===== config.mk =====
export PLATFORM = sky130hd
export DESIGN_NAME = game_sequencer
export DESIGN_NICKNAME = d
export VERILOG_FILES = /design/src/rtl/flappy_pkg.sv /design/src/rtl/tick_divider.sv /design/src/rtl/game_sequencer.sv
export SDC_FILE = /design/constraint.sdc
export NUM_CORES = 1
export LEC_CHECK = 0
export CORE_MARGIN = 5
export CORE_UTILIZATION = 29
export DETAILED_ROUTE_END_ITERATION = 8
export PLACE_DENSITY_LB_ADDON = 0.1
export SKIP_CTS_REPAIR_TIMING = 1
export SLEW_MARGIN = 10
export SYNTH_ARGS = -nofsm -noshare
export SYNTH_HDL_FRONTEND = slang
export SYNTH_SLANG_ARGS = --single-unit

===== constraint.sdc =====
create_clock -name Clk -period 5.5 [get_ports Clk]
set_clock_uncertainty 0.1 [all_clocks]
set_input_delay 0.55 -clock Clk [delete_from_list [all_inputs] [get_ports Clk]]
set_output_delay 0.55 -clock Clk [all_outputs]
set_load 0.02 [all_outputs]

===== src/rtl/flappy_pkg.sv =====
// Shared definitions for the flappy-bird game sequencer: state encoding
// and default divider terminal counts.
package flappy_pkg;

  localparam logic [3:0] ST_INIT      = 4'b0001;
  localparam logic [3:0] ST_COUNTDOWN = 4'b0010;
  localparam logic [3:0] ST_RUN       = 4'b0100;
  localparam logic [3:0] ST_LOSE      = 4'b1000;

  typedef enum logic [3:0] {
    INIT      = ST_INIT,
    COUNTDOWN = ST_COUNTDOWN,
    RUN       = ST_RUN,
    LOSE      = ST_LOSE
  } state_t;

  localparam int unsigned PIPE_DIV_DEF = 524288;
  localparam int unsigned PHYS_DIV_DEF = 1048576;
  localparam int unsigned CD_DIV_DEF   = 50000000;

endpackage


===== src/rtl/tick_divider.sv =====
// Free-running 32-bit cycle divider. The pulse flags the last cycle of each
// DIV-cycle period; the parent registers it, so the registered pulse lands
// exactly DIV cycles after the counter was released from clear.
module tick_divider #(
  parameter int unsigned DIV = 4
) (
  input  logic Clk,
  input  logic reset_n,
  input  logic clear,
  input  logic enable,
  output logic pulse
);

  localparam logic [31:0] TERM = 32'(DIV - 1);

  logic [31:0] count;

  assign pulse = enable && !clear && (count == TERM);

  // Count enabled cycles, wrapping at the terminal value; clear holds it at 0.
  always_ff @(posedge Clk or negedge reset_n) begin
    if (!reset_n) begin
      count <= '0;
    end else if (clear) begin
      count <= '0;
    end else if (enable) begin
      count <= (count == TERM) ? '0 : count + 32'd1;
    end
  end

endmodule


===== src/rtl/game_sequencer.sv =====
// Game sequencer: INIT -> COUNTDOWN -> RUN -> LOSE control FSM with the
// pipe/physics/countdown timebases, jump request latching and scoring.
// Every output is a flop or a direct decode of the one-hot state flops.
module game_sequencer
  import flappy_pkg::*;
#(
  parameter int unsigned PIPE_DIV = PIPE_DIV_DEF,
  parameter int unsigned PHYS_DIV = PHYS_DIV_DEF,
  parameter int unsigned CD_DIV   = CD_DIV_DEF
) (
  input  logic       Clk,
  input  logic       reset_n,
  input  logic       Start,
  input  logic       Ack,
  input  logic       Jump,
  input  logic       Collide,
  input  logic       PipePassed,
  output logic       Clear,
  output logic       Pipe_En,
  output logic       Phys_En,
  output logic       Jump_Out,
  output logic [1:0] Countdown,
  output logic [7:0] Score,
  output logic [7:0] HiScore,
  output logic       q_Initial,
  output logic       q_Countdown,
  output logic       q_Run,
  output logic       q_Lose
);

  function automatic logic [7:0] sat_inc(input logic [7:0] v);
    return (v == 8'hFF) ? v : v + 8'd1;
  endfunction

  logic [1:0] rst_sync;
  logic       rst_n_s;
  state_t     state, state_nx;
  logic       pending, pending_nx;
  logic       clear_nx, pipe_nx, phys_nx, jump_nx;
  logic [1:0] cd_nx;
  logic [7:0] score_nx, hi_nx;
  logic       in_cd, in_run, run_live;
  logic       cd_tick, pipe_tick, phys_tick;

  // Assert reset immediately, release it two clock edges later.
  always_ff @(posedge Clk or negedge reset_n) begin
    if (!reset_n) rst_sync <= 2'b00;
    else          rst_sync <= {rst_sync[0], 1'b1};
  end
  assign rst_n_s = rst_sync[1];

  assign in_cd    = (state == COUNTDOWN);
  assign in_run   = (state == RUN);
  // A collision cycle produces no enables, so the step that would land with
  // the LOSE transition is swallowed.
  assign run_live = in_run && !Collide;

  tick_divider #(.DIV(CD_DIV)) u_cd_div (
    .Clk(Clk), .reset_n(rst_n_s), .clear(!in_cd), .enable(in_cd), .pulse(cd_tick)
  );
  tick_divider #(.DIV(PIPE_DIV)) u_pipe_div (
    .Clk(Clk), .reset_n(rst_n_s), .clear(!in_run), .enable(run_live), .pulse(pipe_tick)
  );
  tick_divider #(.DIV(PHYS_DIV)) u_phys_div (
    .Clk(Clk), .reset_n(rst_n_s), .clear(!in_run), .enable(run_live), .pulse(phys_tick)
  );

  // Next state and next values of every registered output.
  always_comb begin
    state_nx   = state;
    clear_nx   = 1'b0;
    pipe_nx    = 1'b0;
    phys_nx    = 1'b0;
    jump_nx    = 1'b0;
    pending_nx = 1'b0;
    cd_nx      = Countdown;
    score_nx   = Score;
    hi_nx      = HiScore;
    case (state)
      INIT: begin
        if (Start) begin
          state_nx = COUNTDOWN;
          clear_nx = 1'b1;
          score_nx = 8'd0;
          cd_nx    = 2'd3;
        end
      end
      COUNTDOWN: begin
        if (cd_tick) begin
          if (Countdown <= 2'd1) begin
            cd_nx    = 2'd0;
            state_nx = RUN;
          end else begin
            cd_nx = Countdown - 2'd1;
          end
        end
      end
      RUN: begin
        if (Collide) begin
          state_nx = LOSE;
        end else begin
          pipe_nx = pipe_tick;
          phys_nx = phys_tick;
          // A jump seen on the step edge itself rides out with that step.
          if (phys_tick) jump_nx = pending || Jump;
          else           pending_nx = pending || Jump;
          if (PipePassed) score_nx = sat_inc(Score);
        end
      end
      LOSE: begin
        if (Score > HiScore) hi_nx = Score;
        if (Ack) state_nx = INIT;
      end
      default: state_nx = INIT;
    endcase
  end

  // State and output registers.
  always_ff @(posedge Clk or negedge rst_n_s) begin
    if (!rst_n_s) begin
      state     <= INIT;
      pending   <= 1'b0;
      Clear     <= 1'b0;
      Pipe_En   <= 1'b0;
      Phys_En   <= 1'b0;
      Jump_Out  <= 1'b0;
      Countdown <= 2'd0;
      Score     <= 8'd0;
      HiScore   <= 8'd0;
    end else begin
      state     <= state_nx;
      pending   <= pending_nx;
      Clear     <= clear_nx;
      Pipe_En   <= pipe_nx;
      Phys_En   <= phys_nx;
      Jump_Out  <= jump_nx;
      Countdown <= cd_nx;
      Score     <= score_nx;
      HiScore   <= hi_nx;
    end
  end

  assign q_Initial   = (state == INIT);
  assign q_Countdown = (state == COUNTDOWN);
  assign q_Run       = (state == RUN);
  assign q_Lose      = (state == LOSE);

endmodule


### Yosys cells after proc, flatten, opt, wreduce, memory -nomap -nowiden

Index checks and enable logic that the tools add are counted.

* register bits: 125
* input bits: 7
* output and inout bits: 26
* word-level logic and storage cells: 85

* add/subtract/negate cells: 5
* magnitude comparators: 2
* equality and inequality tests: 17
* muxes and demuxes: 35
* reduce and logical (&&, ||, !) cells: 13

Operators by type and width (count)
* $mux W32: 8
* $add A32 B1 Y32 const B: 3
* $eq A32 B19 Y1 const B: 1
* $eq A32 B20 Y1 const B: 1
* $eq A32 B26 Y1 const B: 1
* $mux W8: 4
* $mux W4: 5
* $pmux W4 S4: 1
* $pmux W8 S2: 1
* $mux W1: 12
* $ne A2 B2 Y1 const B: 6
* $reduce_and A5 Y1: 2
* $add A8 B1 Y8 const B: 1
* $eq A8 B8 Y1 const B: 1
* $gt A8 B8 Y1: 1
* $mux W2: 3
* $ne A2 B1 Y1 const B: 3
* $logic_and A1 B1 Y1: 5
* $eq A4 B1 Y1 const B: 1
* $eq A4 B2 Y1 const B: 1
* $eq A4 B3 Y1 const B: 1
* $eq A4 B4 Y1 const B: 1
* $pmux W2 S2: 1
* $reduce_bool A2 Y1: 2
* other kinds (6): 6

### Longest topological paths before layout

* depth after elaboration: 7
* mapped depth: 7
* gate-level depth less buffers: 7

### Cells and area by module

From an unflattened synthesis, not the netlist that was laid out.

* cell total of the unflattened synthesis: 824
* area, all modules: 7283.2 um^2

Modules (own cells, without submodules)
* tick_divider (u_cd_div): times used 1, cells an instance 229, area each 1964.4 um^2, sequential area each 800.8 um^2
* tick_divider (u_phys_div): times used 1, cells an instance 227, area each 1906.8 um^2, sequential area each 800.8 um^2
* tick_divider (u_pipe_div): times used 1, cells an instance 222, area each 1886.8 um^2, sequential area each 800.8 um^2
* game_sequencer: times used 1, cells an instance 146, area each 1525.2 um^2, sequential area each 726.9 um^2

### Worst setup path after synthesis

OpenSTA, ideal clock, no wires.

* path type: flip-flop to flip-flop
* start: register state[0]
* end: register Score[5]
* setup time: 137 ps
* arrival time: 2069 ps
* required time: 5263 ps
* slack: 3194 ps
* cell stages (with the launch flop): 7
* buffers on the path: 0
* period minus slack after synthesis: 2306 ps
* path through: dfstp_2 > nor4b_1 > nand2_1 > inv_1 > nor2_1 > o21ai_0 > o41ai_1

* cells in the longest elaborated chain, start to end: 3
* elaborated cells between the ends (all ways): 9
* those cells by class: eq/ne (6); mux (1); reduce/logical (2)

RTL lines
* start, declared: line game_sequencer.sv:37 `state_t state, state_nx;`
* start signal, assigned: line game_sequencer.sv:131 `state <= state_nx;`
* $eq A4 B1 Y1 *
* via q_Initial: line game_sequencer.sv:25 `output logic q_Initial,`
* $ne A2 B2 Y1 (no source line) / $reduce_bool A2 Y1 (equally long branches)
* $reduce_and A5 Y1 (no source line)
* end signal, assigned: line game_sequencer.sv:138 `Score <= score_nx;`
* end, declared: line game_sequencer.sv:23 `output logic [7:0] Score,`

Mark *: on every way through the listed nets, which the timed path passes. The rest lies on a longest branch.
A chain may end at the register's enable or synchronous reset.

### Final worst setup path

* start: register state[1]
* end: output q_Run

* cells in the longest elaborated chain, start to end: 1

RTL lines
* $eq A4 B3 Y1: line game_sequencer.sv:145 `assign q_Run = (state == RUN);`
* end, declared: line game_sequencer.sv:27 `output logic q_Run,`

No other way between the ends.

==> flow_summary.json <==
{
  "status": "finished, final reports clean",
  "vias": 5770,
  "tns_ns": 0,
  "firstDrtPassIters": 5,
  "period_share_pct": 58.97,
  "drv_slew": 0,
  "synthCells": 748,
  "top_level_ports": 33,
  "num_rows": 56,
  "yosysWarnings": 0,
  "grt_usage_pct": 13.59,
  "initial_utilization_pct": 29.35,
  "wire_per_inst_um": 15.64,
  "synth-seq-cells": 125,
  "period_minus_slack_ns": 3.243,
  "yosysSeqAreaShare_pct": 45.69,
  "fin_nets": 797,
  "avgViaCountPerCell": 5.203,
  "crit_chain": "or4b_4 > inv_2 > clkdlybuf4s50_1",
  "path_clk_slew_ns": 0.06,
  "hold_path_class": "input pin to async pin",
  "holdWs_ns": 0.1982,
  "area_growth_syn_to_layout_pct": 18.36,
  "max-slew-margin-rel_pct": 20.92,
  "syn_area_per_cell_sq_um": 9.157,
  "ys_types": 64,
  "die_x_um": 163.7,
  "rsz0062_at_grt": "false",
  "cts_made_buffers": 17,
  "gp_congestion": 0.7957,
  "dieArea_sq_um": 26790,
  "cap_violations": 0,
  "dieHeight_um": 163.7,
  "setup_viol": 0,
  "first_global_vias": 5801,
  "reg2regPathDepth": 6,
  "cp_slowest_cell": "or4b_4",
  "grt-ovfl-total": 0,
  "antennaDiodeCount": 0,
  "grt_pass1_wl_um": 29700,
  "critPathKind": "flop to output port",
  "worstPathRequired_ns": 4.85,
  "port_buffers": 32,
  "clock.fmax_mhz": 308.3,
  "syn-num-nets": 767,
  "grt_start_max_net_pins": 70,
  "cpPeakStageDelay_ns": 0.72,
  "coreArea_sq_um": 23330,
  "syn_area_sq_um": 6849,
  "drtIter0Drc": 369,
  "cts_tree": "done",
  "synth_enable_flop_cells": 0,
  "final_cell_mix": "dfrtp_1, nor2_1, nand3_1",
  "post-dp-hpwl_um": 11610,
  "antenna_left": 0,
  "ys.flop_type": "dfrtp_1",
  "ctsLongestPathBuffers": 2,
  "r2r_setup_slack_ns": 2.36,
  "drive_above_1_share_pct": 8.354,
  "dpl_worst_slack_ns": 2.302,
  "routed_wl_um": 17350,
  "cts_sinks": 125,
  "clock-root-buffer": "clkbuf_16",
  "ctsHtreeMaxLevel": 4,
  "finalHoldViolations": 0,
  "insertion_delay_ns": 0.42,
  "tightest_slew_ns": 1.177,
  "p_per_area_nw_per_um2": 275.4,
  "critPathLaunchType": "flop",
  "reg2reg_from": "state[1]",
  "leakage_nw": 3.177,
  "cp_max_fo": 23,
  "grt_antenna_before_repair": 0,
  "ir_drop_mv": 0.1757,
  "final_common_cell": "dfrtp_1",
  "cp-startpoint": "state[1]",
  "crit_arrival_ns": 2.59,
  "worst_r2r_endpoint": "u_phys_div.count[11]",
  "end_kind": "output port",
  "worst_slack_ns": 2.257,
  "async_flop_share_pct": 100.0,
  "drcViolationCount": 0
}
[state kept, by name (all words and copies together) (netlist names)]
signal,cells
u_cd_div.count,32
u_phys_div.count,32
u_pipe_div.count,32
HiScore,8
Score,8
state,4
Countdown,2
rst_sync,2
Clear,1
Jump_Out,1
Phys_En,1
Pipe_En,1
pending,1
[cells by family (layout without fill, tap and decap cells)]
kind of cell | after synthesis | count (layout) | share of synthesized area [%]
AND/OR/NAND/NOR | 362 | 362 | 28.70
AO/OA/AOI/OAI | 140 | 140 | 12.97
flip-flops | 125 | 125 | 45.69
buffers and inverters | 56 | 98 | 3.270
XOR/XNOR | 33 | 33 | 4.220
multiplexers | 19 | 19 | 2.905
adder cells (fa/ha/maj) | 12 | 12 | 2.192
other | 1 | 1 | 0.05475
[Yosys cell counts, drive strengths merged, types with 6 or more instances]
cell type | instances | area share, %
buf | 9 | 0.68
mux2i | 12 | 1.8
nor2 | 76 | 4.2
a31oi | 9 | 0.82
xnor2 | 17 | 2.2
dfrtp | 124 | 45
o211ai | 10 | 1.1
o21ai | 40 | 2.9
xor2 | 16 | 2.0
or4 | 11 | 1.3
clkbuf | 18 | 1.0
inv | 29 | 1.6
ha | 12 | 2.2
o41ai | 6 | 0.77
and3 | 11 | 1.0
o31ai | 6 | 0.66
or3 | 21 | 1.9
a21oi | 34 | 2.5
and4 | 11 | 1.4
mux2 | 7 | 1.2
a21o | 16 | 1.8
nor4 | 15 | 1.8
nor3 | 23 | 1.7
nand4 | 36 | 3.5
nand3 | 63 | 4.6
nand2 | 60 | 3.3
[layout make-up]
class / instances / area, sq um
Fill cell: 2369 / 15230
Tap cell: 319 / 399.1
Clock inverter: 11 / 141.4
Clock buffer: 20 / 456.7
Multi-Input combinational cell: 567 / 3502
Sequential cell: 125 / 3133
Inverter: 29 / 108.9
Timing Repair Buffer: 38 / 365.4
[power breakdown]
group | switching [W] | total, W | internal, W | leakage [nW]
registers | 0.0000223 | 0.000957 | 0.000935 | 1.72
clock network | 0.000424 | 0.00116 | 0.000732 | 0.288
logic | 0.0000813 | 0.000119 | 0.0000380 | 1.17
total | 0.000528 | 0.00223 | 0.00170 | 3.18
[per-stage QoR]
step	area, sq um	std cells	util [%]	total power, W
after floorplan	6849	748	-	0.001042
after global placement	7508	1078	32.18	0.001092
after detailed placement	7508	1078	32.18	0.001096
after CTS	8107	1109	34.74	0.002268
after global routing	8107	1109	34.74	0.002324
final	8107	1109	34.74	0.002233
[metal layers]
metal / vias to the layer above / GRT usage (%) / wire length [um]
li1: 2834 / - / -
met1: 2834 / 18.32 / 8441
met2: 86 / 22.10 / 8138
met3: 16 / 2.978 / 583
met4: 0 / 3.660 / 182
met5: - / 0 / 0
[critical path, delay by kind of cell, from the launching register on]
kind	cells	cell delay, ns
simple gates	1	0.72
flops	1	0.42
buf+inv	2	1.03
[worst max-delay path by stage]
stage	endpoint	slack [ns]	cells past startpoint
floorplan	Clear	1.66	0
global placement	u_phys_div.count[13]	2.38	6
detailed placement	u_phys_div.count[11]	2.30	6
CTS	q_Run	2.20	3
global route	q_Run	2.14	3
finish	q_Run	2.26	3
Power figures use the tool's default switching activity.
